<file path="config.mk">
export PLATFORM = sky130hd
export DESIGN_NAME = song_player
export DESIGN_NICKNAME = d
export VERILOG_FILES = /design/src/rtl/song_player_pkg.sv /design/src/rtl/song_player_tick_gen.sv /design/src/rtl/song_player.sv
export SDC_FILE = /design/constraint.sdc
export NUM_CORES = 1
export LEC_CHECK = 0
export CAP_MARGIN = 20
export CELL_PAD_IN_SITES_DETAIL_PLACEMENT = 0
export CELL_PAD_IN_SITES_GLOBAL_PLACEMENT = 1
export CORE_MARGIN = 8
export CORE_UTILIZATION = 25
export DETAILED_ROUTE_END_ITERATION = 10
export PLACE_DENSITY_LB_ADDON = 0.1
export SETUP_SLACK_MARGIN = 0.05
export SYNTH_ARGS = -nofsm -noshare
export SYNTH_HDL_FRONTEND = slang
export SYNTH_HIERARCHICAL = 1
export SYNTH_SLANG_ARGS = --single-unit
</file>
<file path="constraint.sdc">
create_clock -name clk -period 3.15 [get_ports clk]
set_input_delay 0.63 -clock clk [delete_from_list [all_inputs] [get_ports clk]]
set_output_delay 0.63 -clock clk [all_outputs]
set_load 0.02 [all_outputs]
</file>
<file path="src/rtl/song_player_pkg.sv">
// Shared definitions for the song player: song-table word layout, pitch codes
// and the sequencer state encoding.
package song_player_pkg;

  localparam int NOTE_MSB  = 15;
  localparam int NOTE_LSB  = 9;
  localparam int PITCH_MSB = 8;
  localparam int PITCH_LSB = 6;
  localparam int DUR_MSB   = 5;
  localparam int DUR_LSB   = 0;

  localparam logic [2:0] PITCH_LOW  = 3'b001;
  localparam logic [2:0] PITCH_MID  = 3'b010;
  localparam logic [2:0] PITCH_HIGH = 3'b100;

  typedef enum logic [2:0] {
    S_IDLE,
    S_FETCH,
    S_LOAD,
    S_PLAY,
    S_GAP,
    S_DONE
  } state_e;

  function automatic logic is_pitch_code(input logic [2:0] p);
    return (p == PITCH_LOW) || (p == PITCH_MID) || (p == PITCH_HIGH);
  endfunction

endpackage

</file>
<file path="src/rtl/song_player_tick_gen.sv">
// Timing-tick divider: counts 0..TICK_DIV-1 while enabled and strobes tick_o
// for one cycle at the terminal count. Synchronous clear wins over enable.
module song_player_tick_gen #(
  parameter int TICK_DIV = 1_000_000
) (
  input  logic clk,
  input  logic rst_n,
  input  logic en_i,
  input  logic clr_i,
  output logic tick_o
);

  localparam int            CW   = (TICK_DIV > 2) ? $clog2(TICK_DIV) : 1;
  localparam logic [CW-1:0] LAST = CW'(TICK_DIV - 1);

  logic [CW-1:0] cnt_q;

  always_ff @(posedge clk or negedge rst_n) begin
    if (!rst_n) begin
      cnt_q <= '0;
    end else if (clr_i) begin
      cnt_q <= '0;
    end else if (en_i) begin
      cnt_q <= (cnt_q == LAST) ? '0 : cnt_q + CW'(1);
    end
  end

  assign tick_o = en_i && !clr_i && (cnt_q == LAST);

endmodule

</file>
<file path="src/rtl/song_player.sv">
// Auto-play sequencer: walks the song table and drives the buzzer note/pitch
// vectors for each entry's duration, with a silent gap between entries.
module song_player
  import song_player_pkg::*;
#(
  parameter int TICK_DIV   = 1_000_000,
  parameter int UNIT_TICKS = 12,
  parameter int GAP_TICKS  = 2,
  parameter int ADDR_W     = 6
) (
  input  logic              clk,
  input  logic              rst_n,
  input  logic              start,
  input  logic              pause,
  input  logic              stop,
  output logic [ADDR_W-1:0] rom_addr,
  input  logic [15:0]       rom_data,
  output logic [6:0]        note,
  output logic [2:0]        pitch,
  output logic              playing,
  output logic              done,
  output state_e            dbg_state
);

  localparam logic [15:0] UNIT16 = 16'(UNIT_TICKS);
  localparam logic [15:0] GAP16  = 16'(GAP_TICKS);

  state_e            state_q;
  logic [ADDR_W-1:0] addr_q;
  logic [6:0]        cur_note_q;
  logic [6:0]        note_q;
  logic [2:0]        pitch_q;
  logic              playing_q;
  logic              done_q;
  logic [15:0]       dur_cnt_q;
  logic [15:0]       gap_cnt_q;

  logic        tick;
  logic        div_en;
  logic        div_clr;
  logic [6:0]  rom_note;
  logic [2:0]  rom_pitch;
  logic [5:0]  rom_dur;
  logic [15:0] load_ticks;

  assign rom_note   = rom_data[NOTE_MSB:NOTE_LSB];
  assign rom_pitch  = rom_data[PITCH_MSB:PITCH_LSB];
  assign rom_dur    = rom_data[DUR_MSB:DUR_LSB];
  assign load_ticks = 16'(rom_dur) * UNIT16;

  // Clearing in LOAD phase-aligns the divider so every entry lasts exactly
  // dur*UNIT_TICKS*TICK_DIV cycles regardless of FETCH/LOAD overhead.
  assign div_en  = (state_q != S_IDLE) && !pause;
  assign div_clr = (state_q == S_LOAD) || ((state_q == S_IDLE) && start && !stop);

  song_player_tick_gen #(
    .TICK_DIV(TICK_DIV)
  ) u_tick_gen (
    .clk   (clk),
    .rst_n (rst_n),
    .en_i  (div_en),
    .clr_i (div_clr),
    .tick_o(tick)
  );

  always_ff @(posedge clk or negedge rst_n) begin
    if (!rst_n) begin
      state_q    <= S_IDLE;
      addr_q     <= '0;
      cur_note_q <= '0;
      note_q     <= '0;
      pitch_q    <= PITCH_MID;
      playing_q  <= 1'b0;
      done_q     <= 1'b0;
      dur_cnt_q  <= '0;
      gap_cnt_q  <= '0;
    end else if (stop) begin
      state_q   <= S_IDLE;
      addr_q    <= '0;
      note_q    <= '0;
      playing_q <= 1'b0;
      done_q    <= 1'b0;
      dur_cnt_q <= '0;
      gap_cnt_q <= '0;
    end else begin
      done_q <= 1'b0;
      unique case (state_q)
        S_IDLE: begin
          if (start) begin
            state_q   <= S_FETCH;
            addr_q    <= '0;
            playing_q <= 1'b1;
            dur_cnt_q <= '0;
            gap_cnt_q <= '0;
          end
        end
        S_FETCH: state_q <= S_LOAD;
        S_LOAD: begin
          if (rom_dur == '0) begin
            state_q <= S_DONE;
            done_q  <= 1'b1;
            note_q  <= '0;
          end else begin
            cur_note_q <= rom_note;
            pitch_q    <= is_pitch_code(rom_pitch) ? rom_pitch : PITCH_MID;
            note_q     <= pause ? '0 : rom_note;
            dur_cnt_q  <= load_ticks;
            state_q    <= S_PLAY;
          end
        end
        S_PLAY: begin
          note_q <= pause ? '0 : cur_note_q;
          if (tick) begin
            if (dur_cnt_q == 16'd1) begin
              dur_cnt_q <= '0;
              note_q    <= '0;
              gap_cnt_q <= GAP16;
              state_q   <= S_GAP;
            end else begin
              dur_cnt_q <= dur_cnt_q - 16'd1;
            end
          end
        end
        S_GAP: begin
          note_q <= '0;
          if (tick) begin
            if (gap_cnt_q == 16'd1) begin
              gap_cnt_q <= '0;
              if (&addr_q) begin
                state_q <= S_DONE;
                done_q  <= 1'b1;
              end else begin
                addr_q  <= addr_q + ADDR_W'(1);
                state_q <= S_FETCH;
              end
            end else begin
              gap_cnt_q <= gap_cnt_q - 16'd1;
            end
          end
        end
        S_DONE: begin
          note_q    <= '0;
          playing_q <= 1'b0;
          state_q   <= S_IDLE;
        end
        default: state_q <= S_IDLE;
      endcase
    end
  end

  assign rom_addr  = addr_q;
  assign note      = note_q;
  assign pitch     = pitch_q;
  assign playing   = playing_q;
  assign done      = done_q;
  assign dbg_state = state_q;

endmodule
</file>
# Yosys cells after proc, flatten, opt, wreduce, memory -nomap -nowiden
# Index checks and enable logic that the tools add are counted.
# W data, S select, Z words.
# classes
n_reduce_logical	28
eq_ne	18
n_mul	1
mux	47
bitwise	2
add_sub_neg	4
# ops
operator	n
$mux W16	10
$pmux W16 S3	2
$mux W20	3
$mux W7	6
$eq A16 B1 Y1 const B	2
$sub A16 B1 Y16 const B	2
$mux W6	5
$mux W3	9
$ne A3 B3 Y1 const B	7
$pmux W7 S3	1
$add A20 B1 Y20 const B	1
$eq A20 B20 Y1 const B	1
$pmux W3 S5	1
$reduce_and A5 Y1	3
$pmux W6 S2	1
$reduce_bool A4 Y1	3
$eq A3 B2 Y1 const B	3
$eq A3 B3 Y1 const B	3
$reduce_bool A3 Y1	3
$mul A6 B2 Y8 const B	1
$mux W1	7
$add A6 B1 Y6 const B	1
$eq A3 B1 Y1 const B	2
$logic_not A6 Y1	1
12 further kinds	22
# word_totals
input_bits	21
ff_bits	80
elab_cells	110

# Logic depth before layout (Yosys ltp)
# depth
depth_word	10
depth_mapped	13
depth_no_buf	10

# By module
# Netlist, hierarchy kept.
# modules_own_cells
mod	area_each_um2	cells_per_inst	instances
song_player	3634.7	411	1
song_player_tick_gen	1164.9	137	1

# Least setup slack after synthesis
# OpenSTA, ideal clock, no wires.
# synth_timing
path_kind	in2reg
startpoint	input stop
endpoint	register gap_cnt_q[1]
t_required_ns	3.025
t_arrival_ns	2.750
path_slack_ns	0.275
stages	11
path_buffers	2
cell_sequence	clkbuf_1 -> inv_1 -> a21oi_1 -> nor3_1 -> nand2b_1 -> nor2_1 -> clkbuf_1 -> nand3_1 -> a21oi_1 -> o22a_2 -> mux2_2
# synth_via
elab_chain_cells	8
elab_cells_between_ends	13
# synth_lines
element	line_no	text
start: declaration	song_player.sv:15	input logic stop,
$logic_not A1 Y1 (*)	song_player.sv:54	assign div_clr = (state_q == S_LOAD) || ((state_q == S_IDLE) && start && !stop);
$logic_and A1 B1 Y1 (*)	song_player.sv:54	
$logic_or A1 B1 Y1 (*)	song_player.sv:54	
net div_clr	song_player.sv:40	logic div_clr;
$logic_not A1 Y1 (*)	song_player_tick_gen.sv:28	assign tick_o = en_i && !clr_i && (cnt_q == LAST);
$logic_and A1 B1 Y1 (*) (2 in series)	song_player_tick_gen.sv:28	
net tick	song_player.sv:38	logic tick;
$ne A3 B3 Y1 (no line)	-	
$reduce_and A5 Y1 (no line) (*)	-	
end signal: assignment	song_player.sv:137	gap_cnt_q <= gap_cnt_q - 16'd1;
end: declaration	song_player.sv:36	logic [15:0] gap_cnt_q;
# The timed path passes the listed nets; every way through them passes the cells marked *.
# A chain may end at the register's enable or synchronous reset.

# Worst setup path after layout
# layout_timing
startpoint	register u_tick_gen.cnt_q[13]
endpoint	register dur_cnt_q[7]
# layout_via
elab_chain_cells	4
# layout_lines
element	line_no	text
start: declaration	song_player_tick_gen.sv:16	logic [CW-1:0] cnt_q;
start signal: assignment	song_player_tick_gen.sv:24	cnt_q <= (cnt_q == LAST) ? '0 : cnt_q + CW'(1);
$eq A20 B20 Y1	song_player_tick_gen.sv:28	
$logic_and A1 B1 Y1	song_player_tick_gen.sv:28	
net tick	song_player.sv:38	
$ne A3 B3 Y1 (no line)	-	
$reduce_and A4 Y1 (no line)	-	
end signal: assignment	song_player.sv:107	dur_cnt_q <= load_ticks;
end signal: assignment	song_player.sv:120	dur_cnt_q <= dur_cnt_q - 16'd1;
end: declaration	song_player.sv:35	logic [15:0] dur_cnt_q;
# The timed path passes the listed nets, and every way through them passes these cells.

==> flow_summary_export.csv <==
group,metric,value,unit
clock_tree,cts_max_level,3,
synthesis,synth_area,4800,µm²
clock_tree,tritoncts,"done",
die,core_region_area,18800,µm²
finish,final_common_cell,"dfrtp_1",
finish,n_fill_cell,1960,
die,fp.dieH,155,µm
synthesis,synth_top_family_by_area,"simple AND/OR/NAND/NOR gates",
detailed_routing,vias,4368,
clock_tree,clkSinkCount,80,
sta,tns,0,ps
clock_tree,clockBufferDepth,2,
clock_tree,path_clk_slew,60,ps
synthesis,synth_nets,585,
place,routabilityCongestion,0.724,
finish,layout_common_cells,"dfrtp_1 (79), nand2_1 (64), o21ai_0 (44), nor2_1 (41), clkdlybuf4s50_1 (40)",
finish,diodes,0,
critical_path,reg2reg_depth,8,
critical_path,end_kind,"register",
synthesis,synth_compound_area_share,21.1,%
critical_path,r2r_end,"dur_cnt_q[7]$_DFFE_PN0P_",
clock_tree,holdBufCountCts,0,
detailed_routing,ant_nets,0,
global_routing,grt_pass1_vias,4490,
pwr,cellPowerDensity,732,nW/µm²
critical_path,r2r_start,"u_tick_gen/cnt_q[13]$_DFFE_PN0P_",
synthesis,synthMuxAreaShare,1.09,%
global_routing,grt_overflow_total,0,
synthesis,synth-simple-area-share,25.7,%
pwr,power.total,4300,µW
place,placement.io_buffers,41,
finish,drive_gt1_share,11.7,%
flow_run,drv_cap,0,
die,die_area,23900,µm²
pwr,total_leakage_power,0.00258,µW
critical_path,critPathRequiredTime,3380,ps
clock_tree,cts_inserted_buffers,9,
synthesis,synthXorXnorAreaFrac,0.912,%
critical_path,critPathMaxFanout,13,
sta,slew_violations,0,
synthesis,synth_cells,548,
synthesis,yosysWarnings,6,
synthesis,yosysSeqAreaShare,41.7,%
outcome,status,"complete, no violations",
detailed_routing,firstDrtPassIters,5,
critical_path,cp-startpoint,"u_tick_gen/cnt_q[13]$_DFFE_PN0P_",
finish,area_growth,22.5,%
detailed_routing,wl_per_cell,17.6,µm
die,die_x,155,µm
detailed_routing,vias_per_cell,5.19,
global_routing,grt_pass1_wl,24.8,mm
critical_path,crit_arrival,2990,ps
detailed_routing,drt_iter0_drc,311,
critical_path,rrSetupSlack,390,ps
sta,slew-limit-headroom,46.6,%
synthesis,synth_fa_ha_area_share,4.33,%
synthesis,yosys_register_bits,80,
detailed_routing,drt_wl_total,14.8,mm
detailed_routing,drc_errors,0,
finish,seqCellArea,2000,µm²
finish,multiInputGateArea,2550,µm²
sta,worstMarginPinSlew,799,ps
synthesis,yosys_most_used_dff,"dfrtp_1",
sta,fmax,362,MHz
clock_tree,clkLatencyLatePin,350,ps
sta,fin_crit,2760,ps
global_routing,track_usage,12.9,%
hold_path,hold_path.class,"input pin to asynchronous set/reset pin",
finish,nNetsFinal,640,
synthesis,synth_area_per_cell,8.76,µm²
global_routing,antenna_found_initial,0,
synthesis,async_flop_share,100,%
sta,setup_viol,0,
pwr,ir_drop,0.303,mV
sta,skew,7.93,ps
synthesis,synth.distinct_cells,69,
critical_path,crit_path_end,"dur_cnt_q[7]$_DFFE_PN0P_",
die,rows,50,
die,ios,42,
die,start_util,25.6,%
critical_path,cp-start-kind,"register",
sta,period_share,87.8,%
clock_tree,cts_root_buf,"clkbuf_16",
critical_path,worstSetupPathType,"register to register",
sta,rsz0062_at_grt,"false",
place,place_hpwl,10.7,mm
sta,hold_viol,0,
synthesis,synth-edff-count,0,
global_routing,grt_max_degree,42,
registers in the layout, summed over array words and instances, names as in the netlist:
| name | count |
|---|---|
| cur_note_q | 7 |
| pitch | 3 |
| rom_addr | 6 |
| dur_cnt_q | 16 |
| gap_cnt_q | 16 |
| u_tick_gen/cnt_q | 20 |
| done | 1 |
| playing | 1 |
| dbg_state | 3 |
| note | 7 |
worst min-delay path by stage:
| stage | end | from | cells after the start | slack, ps |
|---|---|---|---|---|
| after CTS | rom_addr[1]$_DFFE_PN0P_ | rst_n | 1 | 320 |
| after global routing | rom_addr[1]$_DFFE_PN0P_ | rst_n | 1 | 350 |
| final | rom_addr[1]$_DFFE_PN0P_ | rst_n | 1 | 300 |
| after floorplan | cur_note_q[0]$_DFFE_PN0P_ | rst_n | 0 | 330 |
| after detailed placement | cur_note_q[4]$_DFFE_PN0P_ | cur_note_q[4]$_DFFE_PN0P_ | 2 | 460 |
| after global placement | cur_note_q[6]$_DFFE_PN0P_ | cur_note_q[6]$_DFFE_PN0P_ | 2 | 460 |
synthesized netlist by cell type, types with 10 or more instances:
cell | count | share of area, %
or3_1 | 10 | 1.3
ha_1 | 15 | 3.9
a21oi_1 | 26 | 2.7
nor3_1 | 29 | 3.0
inv_1 | 29 | 2.3
a211oi_1 | 13 | 2.0
nand3_1 | 27 | 2.8
nor2_1 | 42 | 3.3
dfrtp_1 | 79 | 41
nand4_1 | 14 | 1.8
o21ai_0 | 44 | 4.6
clkbuf_1 | 15 | 1.2
nand2_1 | 64 | 5.0
worst max-delay path, cell delays in order, from the launching register on:
cell	delay, ps
dfrtp_1	460
or4b_1	550
nor3_2	170
nand3_1	160
nor2_2	210
o22a_1	210
a31o_2	380
nand2_1	160
o311ai_0	340
routing by layer:
| metal | wire length (µm) | share of wire, % | track usage [%] | up-vias |
|---|---|---|---|---|
| met2 | 6800 | 46 | 20.7 | 68 |
| met1 | 7400 | 50 | 17.3 | 2154 |
| met4 | 176 | 1.2 | 3.59 | 0 |
| met5 | 0 | 0 | 0 | - |
| li1 | - | - | - | 2137 |
| met3 | 476 | 3.2 | 2.56 | 9 |
repair_timing:
action | CTS | global route
setup endpoints to repair | 0 | 1
buffers inserted | 0 | 0
gates resized for setup | 0 | 1
cells by family (layout without fill, tap and decap cells):
logic type,count (synthesis),after routing
AO/OA/AOI/OAI,152,152
XOR/XNOR,5,5
adder cells (fa/ha/maj),16,16
buffers and inverters,55,115
flip-flops,80,80
multiplexers,5,5
AND/OR/NAND/NOR,235,235
area by class of cell:
type	count	area share [%]
sequential	80	34.1
clock buffer	10	4.06
multi-input combinational	413	43.4
clock inverter	6	0.745
timing repair buffer	70	10.9
tap	234	4.98
inverter	29	1.85
stage by stage:
step | instances | worst slack, ps | hold slack, ps | area (µm²) | util [%]
after global placement | 826 | 136 | 459 | 5600 | 29.8
after detailed placement | 826 | 69.3 | 462 | 5600 | 29.8
final | 842 | 386 | 299 | 5880 | 31.3
after global routing | 842 | 86.7 | 347 | 5880 | 31.3
after floorplan | 548 | 275 | 334 | 4800 | -
after CTS | 842 | 361 | 316 | 5880 | 31.3
where the power goes:
group | internal, µW | total [µW] | switching [µW]
sequential | 1210 | 1370 | 159
clock | 559 | 1020 | 466
combinational | 704 | 1910 | 1210
Power figures use the tool's default switching activity.
